[config.mk]
export PLATFORM = sky130hd
export DESIGN_NAME = aespim_inv_cipher_flat
export DESIGN_NICKNAME = d
export VERILOG_FILES = /design/src/rtl/aespim_inv_cipher.sv /design/src/rtl/aespim_inv_cipher_if.sv /design/src/flat_wrapper.sv
export SDC_FILE = /design/constraint.sdc
export NUM_CORES = 2
export LEC_CHECK = 0
export BUFFER_PORTS_ARGS = -buffer_cell sky130_fd_sc_hd__buf_2
export CAP_MARGIN = 20
export CORE_MARGIN = 2
export CORE_UTILIZATION = 45
export CTS_CLUSTER_DIAMETER = 40
export DETAILED_ROUTE_END_ITERATION = 10
export GPL_TIMING_DRIVEN = 0
export MAX_ROUTING_LAYER = met4
export PLACE_DENSITY_LB_ADDON = 0.2
export SYNTH_ARGS = -nofsm -noshare
export SYNTH_HDL_FRONTEND = slang
export SYNTH_SLANG_ARGS = --single-unit
[constraint.sdc]
create_clock -name clk_i -period 23.5 [get_ports clk_i]
set_clock_uncertainty 0.1 [all_clocks]
set_input_delay 2.35 -clock clk_i [delete_from_list [all_inputs] [get_ports clk_i]]
set_output_delay 2.35 -clock clk_i [all_outputs]
set_load 0.02 [all_outputs]
[src/rtl/aespim_inv_cipher.sv]
// aespim inverse cipher: iterative column-serial AES decryption
// fetching round keys last-first over a req/valid port.
package aespim_pkg;
  function automatic logic [7:0] xt(input logic [7:0] a);
    return {a[6:0], 1'b0} ^ (a[7] ? 8'h1b : 8'h00);
  endfunction

  function automatic logic [7:0] gmul(
    input logic [7:0] a,
    input logic [7:0] b
  );
    logic [7:0] p;
    logic [7:0] t;
    p = '0;
    t = a;
    for (int i = 0; i < 8; i++) begin
      if (b[i]) p = p ^ t;
      t = xt(t);
    end
    return p;
  endfunction

  function automatic logic [31:0] inv_mix(input logic [31:0] c);
    logic [7:0]  a [4];
    logic [31:0] o;
    a[0] = c[31:24];
    a[1] = c[23:16];
    a[2] = c[15:8];
    a[3] = c[7:0];
    o = '0;
    for (int r = 0; r < 4; r++) begin
      o = {o[23:0],
           gmul(a[2'(r)],     8'h0e) ^
           gmul(a[2'(r + 1)], 8'h0b) ^
           gmul(a[2'(r + 2)], 8'h0d) ^
           gmul(a[2'(r + 3)], 8'h09)};
    end
    return o;
  endfunction
endpackage

module aespim_bSbox (
  input  logic       encrypt,
  input  logic [7:0] a,
  output logic [7:0] q
);
  import aespim_pkg::*;

  logic [7:0] x, x2, x3, x12, x15, x240, inv, y;

  // GF(2^8) inverse as x^254, wrapped by the forward or inverse affine map
  always_comb begin
    x = encrypt ? a :
        ({a[6:0], a[7]} ^ {a[4:0], a[7:5]} ^
         {a[1:0], a[7:2]} ^ 8'h05);
    x2   = gmul(x, x);
    x3   = gmul(x2, x);
    x12  = gmul(gmul(x3, x3), gmul(x3, x3));
    x15  = gmul(x12, x3);
    x240 = gmul(x15, x15);
    x240 = gmul(x240, x240);
    x240 = gmul(x240, x240);
    x240 = gmul(x240, x240);
    inv  = gmul(gmul(x240, x12), x2);
    y = inv ^ {inv[6:0], inv[7]} ^ {inv[5:0], inv[7:6]} ^
        {inv[4:0], inv[7:5]} ^ {inv[3:0], inv[7:4]} ^ 8'h63;
    q = encrypt ? y : inv;
  end
endmodule

module aespim_inv_cipher #(
  parameter int unsigned NR = 10
) (
  input logic                clk_i,
  input logic                rst_ni,
  aespim_inv_cipher_if.slave bus
);
  import aespim_pkg::*;

  typedef enum logic [2:0] {IDLE, ARK, SUB, MIX, DONE} state_e;

  localparam logic [3:0] NRV = 4'(NR);

  state_e       fsm, nxt;
  logic [3:0]   rnd;
  logic [1:0]   k;
  logic [127:0] st;
  logic [127:0] dout;
  logic [95:0]  shd;
  logic [7:0]   sb     [16];
  logic [7:0]   sb_in  [4];
  logic [7:0]   sb_out [4];
  logic [31:0]  col    [4];
  logic [31:0]  sb_col;
  logic [31:0]  mc_out;
  logic         hs;

  for (genvar i = 0; i < 16; i++) begin : g_byte
    assign sb[i] = st[127 - 8*i -: 8];
  end

  for (genvar c = 0; c < 4; c++) begin : g_col
    assign col[c] = st[127 - 32*c -: 32];
  end

  for (genvar r = 0; r < 4; r++) begin : g_sb
    assign sb_in[r] = sb[{k - 2'(r), 2'(r)}];
    aespim_bSbox u_sbox (
      .encrypt (1'b0),
      .a       (sb_in[r]),
      .q       (sb_out[r])
    );
  end

  assign sb_col = {sb_out[0], sb_out[1], sb_out[2], sb_out[3]};
  assign mc_out = inv_mix(col[k]);
  assign hs     = (fsm == ARK) && bus.rk_valid_i;

  assign bus.ready_o  = (fsm == IDLE);
  assign bus.rk_req_o = (fsm == ARK);
  assign bus.rk_idx_o = (fsm == ARK) ? rnd : 4'd0;
  assign bus.valid_o  = (fsm == DONE);
  assign bus.data_o   = dout;

  // state register
  always_ff @(posedge clk_i or negedge rst_ni) begin
    if (!rst_ni) fsm <= IDLE;
    else         fsm <= nxt;
  end

  // next-state: ARK branches on round position, SUB/MIX span four columns
  always_comb begin
    nxt = fsm;
    unique case (fsm)
      IDLE: if (bus.start_i) nxt = ARK;
      ARK: begin
        if (hs) begin
          if (rnd == NRV)     nxt = SUB;
          else if (rnd == '0) nxt = DONE;
          else                nxt = MIX;
        end
      end
      SUB:  if (k == 2'd3) nxt = ARK;
      MIX:  if (k == 2'd3) nxt = SUB;
      DONE: nxt = IDLE;
      default: nxt = IDLE;
    endcase
  end

  // datapath: load, key add, shadowed InvSubBytes, in-place InvMixColumns
  always_ff @(posedge clk_i or negedge rst_ni) begin
    if (!rst_ni) begin
      rnd  <= '0;
      k    <= '0;
      st   <= '0;
      shd  <= '0;
      dout <= '0;
    end else begin
      unique case (fsm)
        IDLE: begin
          if (bus.start_i) begin
            st  <= bus.data_i;
            rnd <= NRV;
            k   <= '0;
          end
        end
        ARK: begin
          if (hs) begin
            st <= st ^ bus.rk_i;
            if (rnd == NRV) rnd  <= rnd - 4'd1;
            if (rnd == '0)  dout <= st ^ bus.rk_i;
          end
        end
        SUB: begin
          k <= k + 2'd1;
          if (k == 2'd3) st <= {shd, sb_col};
          else shd[{2'd2 - k, 5'h1f} -: 32] <= sb_col;
        end
        MIX: begin
          k <= k + 2'd1;
          st[{~k, 5'h1f} -: 32] <= mc_out;
          if (k == 2'd3) rnd <= rnd - 4'd1;
        end
        default: ;
      endcase
    end
  end
endmodule

[src/rtl/aespim_inv_cipher_if.sv]
// aespim inverse cipher port bundle: block start/result
// handshake plus the round-key request/valid channel.
interface aespim_inv_cipher_if;
  logic         start_i;
  logic [127:0] data_i;
  logic         ready_o;
  logic         rk_req_o;
  logic [3:0]   rk_idx_o;
  logic [127:0] rk_i;
  logic         rk_valid_i;
  logic [127:0] data_o;
  logic         valid_o;

  modport master (
    output start_i, data_i, rk_i, rk_valid_i,
    input  ready_o, rk_req_o, rk_idx_o, data_o, valid_o
  );

  modport slave (
    input  start_i, data_i, rk_i, rk_valid_i,
    output ready_o, rk_req_o, rk_idx_o, data_o, valid_o
  );
endinterface

[src/flat_wrapper.sv]
// flat-port wrapper written by rule: the top's interface ports become plain ports
module aespim_inv_cipher_flat import aespim_pkg::*;
#(
  parameter int unsigned NR = 10
)
  (clk_i, rst_ni, bus_start_i, bus_data_i, bus_rk_i, bus_rk_valid_i, bus_ready_o, bus_rk_req_o, bus_rk_idx_o, bus_data_o, bus_valid_o);
  aespim_inv_cipher_if bus_i ();
  input logic clk_i;
  input logic rst_ni;
  input wire logic [$bits(bus_i.start_i)-1:0] bus_start_i;
  input wire logic [$bits(bus_i.data_i)-1:0] bus_data_i;
  input wire logic [$bits(bus_i.rk_i)-1:0] bus_rk_i;
  input wire logic [$bits(bus_i.rk_valid_i)-1:0] bus_rk_valid_i;
  output wire logic [$bits(bus_i.ready_o)-1:0] bus_ready_o;
  output wire logic [$bits(bus_i.rk_req_o)-1:0] bus_rk_req_o;
  output wire logic [$bits(bus_i.rk_idx_o)-1:0] bus_rk_idx_o;
  output wire logic [$bits(bus_i.data_o)-1:0] bus_data_o;
  output wire logic [$bits(bus_i.valid_o)-1:0] bus_valid_o;
  assign bus_i.start_i = bus_start_i;
  assign bus_i.data_i = bus_data_i;
  assign bus_i.rk_i = bus_rk_i;
  assign bus_i.rk_valid_i = bus_rk_valid_i;
  assign bus_ready_o = bus_i.ready_o;
  assign bus_rk_req_o = bus_i.rk_req_o;
  assign bus_rk_idx_o = bus_i.rk_idx_o;
  assign bus_data_o = bus_i.data_o;
  assign bus_valid_o = bus_i.valid_o;
  aespim_inv_cipher #(.NR(NR)) u_core (.clk_i(clk_i), .rst_ni(rst_ni), .bus(bus_i));
endmodule
; ---- Yosys cells after proc, flatten, opt, wreduce, memory -nomap -nowiden
; Index checks and enable logic that the tools add are counted.
; Widths: inputs -> output; s select.
[classes]
add_sub_neg = 8
n_mul = 0
n_div = 0
magnitude_cmp = 4
eq_ne = 11
n_shift = 4
mux = 693
bitwise = 635
reduce_logical = 13
[op_table]
columns = op, n
row1 = $mux 8, 360
row2 = $xor 8x8->8, 316
row3 = $xor 8x5->8, 308
row4 = $mux 5, 308
row5 = $pmux 128 s4, 1
row6 = $mux 128, 3
row7 = $shift 32x9->159 const A, 1
row8 = $shiftx 1x9->159 const A, 1
row9 = $bmux 8 s4, 4
row10 = $bwmux 128, 1
row11 = $xor 128x128->128, 1
row12 = $shift 32x9->127 const A, 1
row13 = $shiftx 32x9->127, 1
row14 = $bwmux 96, 1
row15 = $ge 5x5->1 const B, 4
row16 = $mux 4, 5
row17 = $not 4->5, 4
row18 = $mux 3, 6
row19 = $neg 7->9, 2
row20 = $pmux 3 s4, 1
row21 = $pmux 4 s3, 1
row22 = $not 2->2, 5
row23 = $ne 2x1->1 const B, 4
row24 = $reduce_and 4->1, 2
row25 = 24 further kinds, 27
[totals]
regBits = 361
latchBits = 0
ram_bits = 0
romBits = 0
input_bits = 260
out_inout_bits = 135
elab_cells = 1374
memories = 0

; ---- Depth between registers and ports, before layout
[depth]
depth_word = 185
mapped_depth = 89

; ---- Modules after synthesis
; Synthesis repeated with hierarchy kept, for this count alone.
[unflattened]
hier_cells = 8151
hier_area_um2 = 68478.2
[modules_own_cells]
columns = mod, n_inst, cells_each, area_per_inst_um2, seq_area_each_um2
row1 = aespim_bSbox, 4, 1621, 12700.9, 0.0
row2 = aespim_inv_cipher, 1, 1667, 17674.5, 9033.7

; ---- Worst setup path before layout
; OpenSTA, ideal clock, no wires.
[synth_timing]
path_kind = reg2reg
startpoint = reg u_core.k[0]
endpoint = reg u_core.st[4] (netlist: u_core.col[4])
arrival_time_ns = 21.272
path_slack_ns = 2.046
path_stages_with_launch = 88
path_buffers = 14
period_less_slack_ns = 21.454
cell_sequence = dfrtp_1 > buf_6 > buf_8 > buf_6 > buf_4 > inv_1 > ha_1 > buf_2 > mux4_2 > xnor3_1 > clkbuf_1 > inv_1 > clkbuf_1 > ha_1 > buf_1 > xnor2_1 > xnor2_1 > nand2_1 > [... 52 more ...] > xnor2_1 > nor2_1 > xnor2_1 > xnor2_1 > xnor3_1 > or3_1 > and2_1 > mux2i_1 > or4_1 > xnor3_1 > buf_4 > xnor3_1 > nor2_1 > xnor3_1 > xnor2_2 > xnor2_2 > nand2_1 > a31oi_1
[synth_between]
elab_chain_cells = 179
word_cells_on_any_way = 337
[synth_lines]
columns = item, line_no
row1 = start: declaration, aespim_inv_cipher.sv:86  ; logic [1:0] k;
row2 = start signal: assignment, aespim_inv_cipher.sv:175  ; k <= k + 2'd1;
row3 = start signal: assignment, aespim_inv_cipher.sv:180  ; k <= k + 2'd1;
row4 = $sub 2x2->2, aespim_inv_cipher.sv:107  ; assign sb_in[r] = sb[{k - 2'(r), 2'(r)}];
row5 = $not 4->5 (implied by the code), aespim_inv_cipher.sv:107
row6 = $bmux 8 s4, aespim_inv_cipher.sv:107
row7 = $mux 8 (implied by the code) (2 in a row), aespim_inv_cipher.sv:107
row8 = $xor 8x8->8 (2 in a row), aespim_inv_cipher.sv:54  ; ({a[6:0], a[7]} ^ {a[4:0], a[7:5]} ^
row9 = $not 2->2 (no line), --
row10 = $mux 8, aespim_inv_cipher.sv:17  ; if (b[i]) p = p ^ t;
row11 = $xor 8x8->8, aespim_inv_cipher.sv:17
row12 = [... 161 more ...], --
row13 = $xor 8x8->8, aespim_inv_cipher.sv:17
row14 = $mux 8, aespim_inv_cipher.sv:17
row15 = $xor 8x8->8, aespim_inv_cipher.sv:17
row16 = $mux 8, aespim_inv_cipher.sv:17
row17 = $xor 8x8->8, aespim_inv_cipher.sv:17
row18 = $mux 8, aespim_inv_cipher.sv:17
row19 = $mux 128, aespim_inv_cipher.sv:176  ; if (k == 2'd3) st <= {shd, sb_col};
row20 = $pmux 128 s4, aespim_inv_cipher.sv:159  ; unique case (fsm)
row21 = end signal: assignment, aespim_inv_cipher.sv:162  ; st <= bus.data_i;
row22 = end signal: assignment, aespim_inv_cipher.sv:176
row23 = end signal: indexed assignment, aespim_inv_cipher.sv:181  ; st[{~k, 5'h1f} -: 32] <= mc_out;
row24 = end: declaration, aespim_inv_cipher.sv:87  ; logic [127:0] st;
; Several ways; a longest one is shown, not always the timed one. The select of a mux whose other input is x is not followed.
; A chain may end at the register's enable or synchronous reset.

; ---- Worst setup path in the final report
[layout_timing]
startpoint = reg u_core.k[1]
endpoint = reg u_core.st[3] (netlist: u_core.col[3])
; Same word-level chain as after synthesis.

==> out/metrics.yaml <==
status: "completed"
area_growth_pct: 12.9
synth.top_cell.area_share_pct: 20.5
finalHoldViolCount: 0
synth_ff_type: "dfrtp_1"
synth.largest_area_cell: "xnor2_1"
synth_area_um2: 59100
clk_latency_ns: 0.66
fin_cells: 9628
die_h_um: 366
synth_commonest_cells: "1,385 x xnor2_1, 795 x nor2_1, 773 x nand2_1"
initial_core_util_pct: 45.5
critical_path_arrival_ns: 23.04
regToRegStartpoint: "u_core.k[1]$_DFFE_PN0P_"
io_pins: 395
via_per_inst: 5.91
cts_root_buf: "clkbuf_16"
fin_crit_ns: 22.59
rsz0062_at_grt: "true"
slowest_stage: "mux4_2"
clockBufferDepth: 3
grt_pass1_vias: 52200
required_ns: 23.95
synth-async-reset-ratio_pct: 100
ctsHoldBuffers: 0
clkSinkCount: 361
fill_cells: 12500
postSynthAreaPerCell_um2: 8.07
synth_cells: 7315
synth_edf_count: 0
vias: 56900
place.gp.congestion: 1.04
synth_most_common_cell: "xnor2_1"
endpoint_kind: "flip-flop"
ys_ff_latch: 361
min_path_type: "reg2reg"
antenna_found_initial: 31
crit_path_max_fanout: 10
floorplan.rows: 132
port_buffers: 394
min-delay-start: "u_core.bus.data_o[40]$_DFFE_PN0P_"
ys.warnings.count: 0
worstSetupPathType: "reg2reg"
clk_pin_slew_ns: 0.06
drt_iter0_drc: 6461
relSlewSlack_pct: 14.8
fin_crit_sh_pct: 96.1
fmax_mhz: 44.3
routed_wl_um: 226000
cpPeakStageDelay_ns: 0.60
drt_first_pass_iters: 8
routedWlPerCell_um: 23.5
final_nets: 8110
synth_seq_area_share_pct: 15.3
grt_use_total_pct: 33.1
maxCapViolations: 0
hpwl_um: 177000
dp_cells: 9462
worstSetupStartpoint: "u_core.k[1]$_DFFE_PN0P_"
die_width_um: 366
critPathLaunchType: "flip-flop"
grt_max_degree: 102
timing.final.max_slew_violations: 0
grt_pass1_wl_um: 337000
cts_buffers: 53
die_area_um2: 134000
drive_gt1_share_pct: 14.5
ys_top_cells_by_area: "xnor2_1 21%, dfrtp_1 15%, xnor3_1 6.9%, xor2_1 5.6%, nor2_1 5.1%"
setup_violations: 0
cp_common_cell: "xnor2_1"
ant_nets: 0
drc: 0
grt-ovfl-total: 0
worst_hold_slack_ns: 0.373
tightestPinTransition_ns: 1.27
cts_tree: "built"
htreeDepth: 2
synth_cell_types: 116
core_um2: 130000
finalCoreUtilization_pct: 51.4
synthesis.nets: 7611
## flip-flops by register name (all words and copies together) (netlist names)
signal and flops:
u_core.fsm 3, u_core.shd 96, u_core.rnd 4, u_core.k 2, u_core.bus.data_o 128, u_core.col 128
## layer usage
metal  share of wire [%]  track usage (%)  vias to the layer above  wire length [um]
met5                   0                -                        -                 0
met4                 4.5             13.8                        0             10200
met3                  11             7.92                      421             24200
met2                  42             46.4                     2739             94800
met1                  43             45.1                    27600             96800
li1                    -                -                    26200                 -
## layout make-up
cell class	instances	area, um2	share of cell area (%)
diodes	28	70.1	0.105
well taps	1742	2180	3.27
inverters	118	450	0.675
repair buffers	446	2520	3.78
flip-flops and latches	361	9030	13.5
plain buffers	495	2260	3.39
multi-input cells	6339	48200	72.3
clock buffers	62	1390	2.08
clock inverters	37	576	0.863
## cells by family (layout without fill, tap and decap cells)
logic type                 after synthesis  in the layout  share of synthesized area (%)
DFF                                    361            361                           15.3
muxes                                  266            266                           5.32
xor gates and xnor gates              2137           2137                           39.5
buffers and inverters                  615           1158                           4.49
and+or+nand+nor                       2200           2200                           16.4
AOI/OAI and AO/OA                     1698           1698                           18.2
other                                    0             28                              0
adders and majority gates               38             38                          0.796
## critical path: cells and delay by family, from the launching register on
kind,cells,cell delay [ns]
AO/OA/AOI/OAI,9,1.88
XOR/XNOR,31,8.85
adder cells (fa/ha/maj),7,2.64
buffers and inverters,17,3.68
flip-flops,1,0.41
multiplexers,4,1.40
AND/OR/NAND/NOR,15,3.48
## worst paths after layout
path                                                     endpoint  slack, ns  cells past startpoint
worst max-delay path                    u_core.col[3]$_DFFE_PN0P_       0.91                     83
worst min-delay path            u_core.bus.data_o[40]$_DFFE_PN0P_       0.37                      2
worst max register to register          u_core.col[3]$_DFFE_PN0P_       0.91                     83
worst min register to register  u_core.bus.data_o[40]$_DFFE_PN0P_       0.37                      2
max in group asynchronous       u_core.bus.data_o[92]$_DFFE_PN0P_      20.14                      3
min in group asynchronous        u_core.bus.data_o[1]$_DFFE_PN0P_       1.60                      1
## cell usage in the layout, fill, tap and decap left out, types with 27 or more instances in the layout
cell type  Yosys  routed
o22ai_1      175     174
a21oi_1      380     380
a211oi_1      51      51
a21boi_0     101     101
nand2b_1      68      67
o21ai_0      483     483
nor2_1       795     795
nand3_1      123     123
buf_2        112     504
and3_1        35      35
xor3_1        34      31
nor2b_1       63      63
o21ai_1       47      47
xnor2_1     1385    1328
a31oi_1       38      38
a22oi_1       43      43
buf_4         38      78
nor3_1       140     140
xnor2_2       91     134
o211ai_1      33      33
diode_2        0      28
xor2_2        26      33
mux4_2        32      33
xor2_1       376     361
clkbuf_16      0      53
and2_1        37      37
inv_1         83      83
dfrtp_1      361     360
or3_1         27      27
mux2_2        36      36
mux2i_1      190     189
ha_1          36      34
xnor3_1      180     177
clkbuf_1     311     297
nand2_1      773     773
xnor2_4       14      28
a22o_1        74      74
## through the flow
stage                     worst slack [ns]  TNS (ns)  cell area [um2]
final                                0.907         0            66700
after detailed placement             -3.52   -126.93            63400
after floorplan                       2.05         0            59100
after CTS                          0.00774         0            65800
after global placement               -3.66   -123.63            63200
after global routing                -0.134    -0.483            66700
## timing repair
action,4_1_cts,5_1_grt
pin swaps,8,7
hold endpoints to repair,0,0
setup buffers,11,26
gates resized for setup,50,109
setup endpoints to repair,92,107
Power is not shown: default switching activity piles up to over one toggle a cycle in this logic, so the estimate is an artifact.
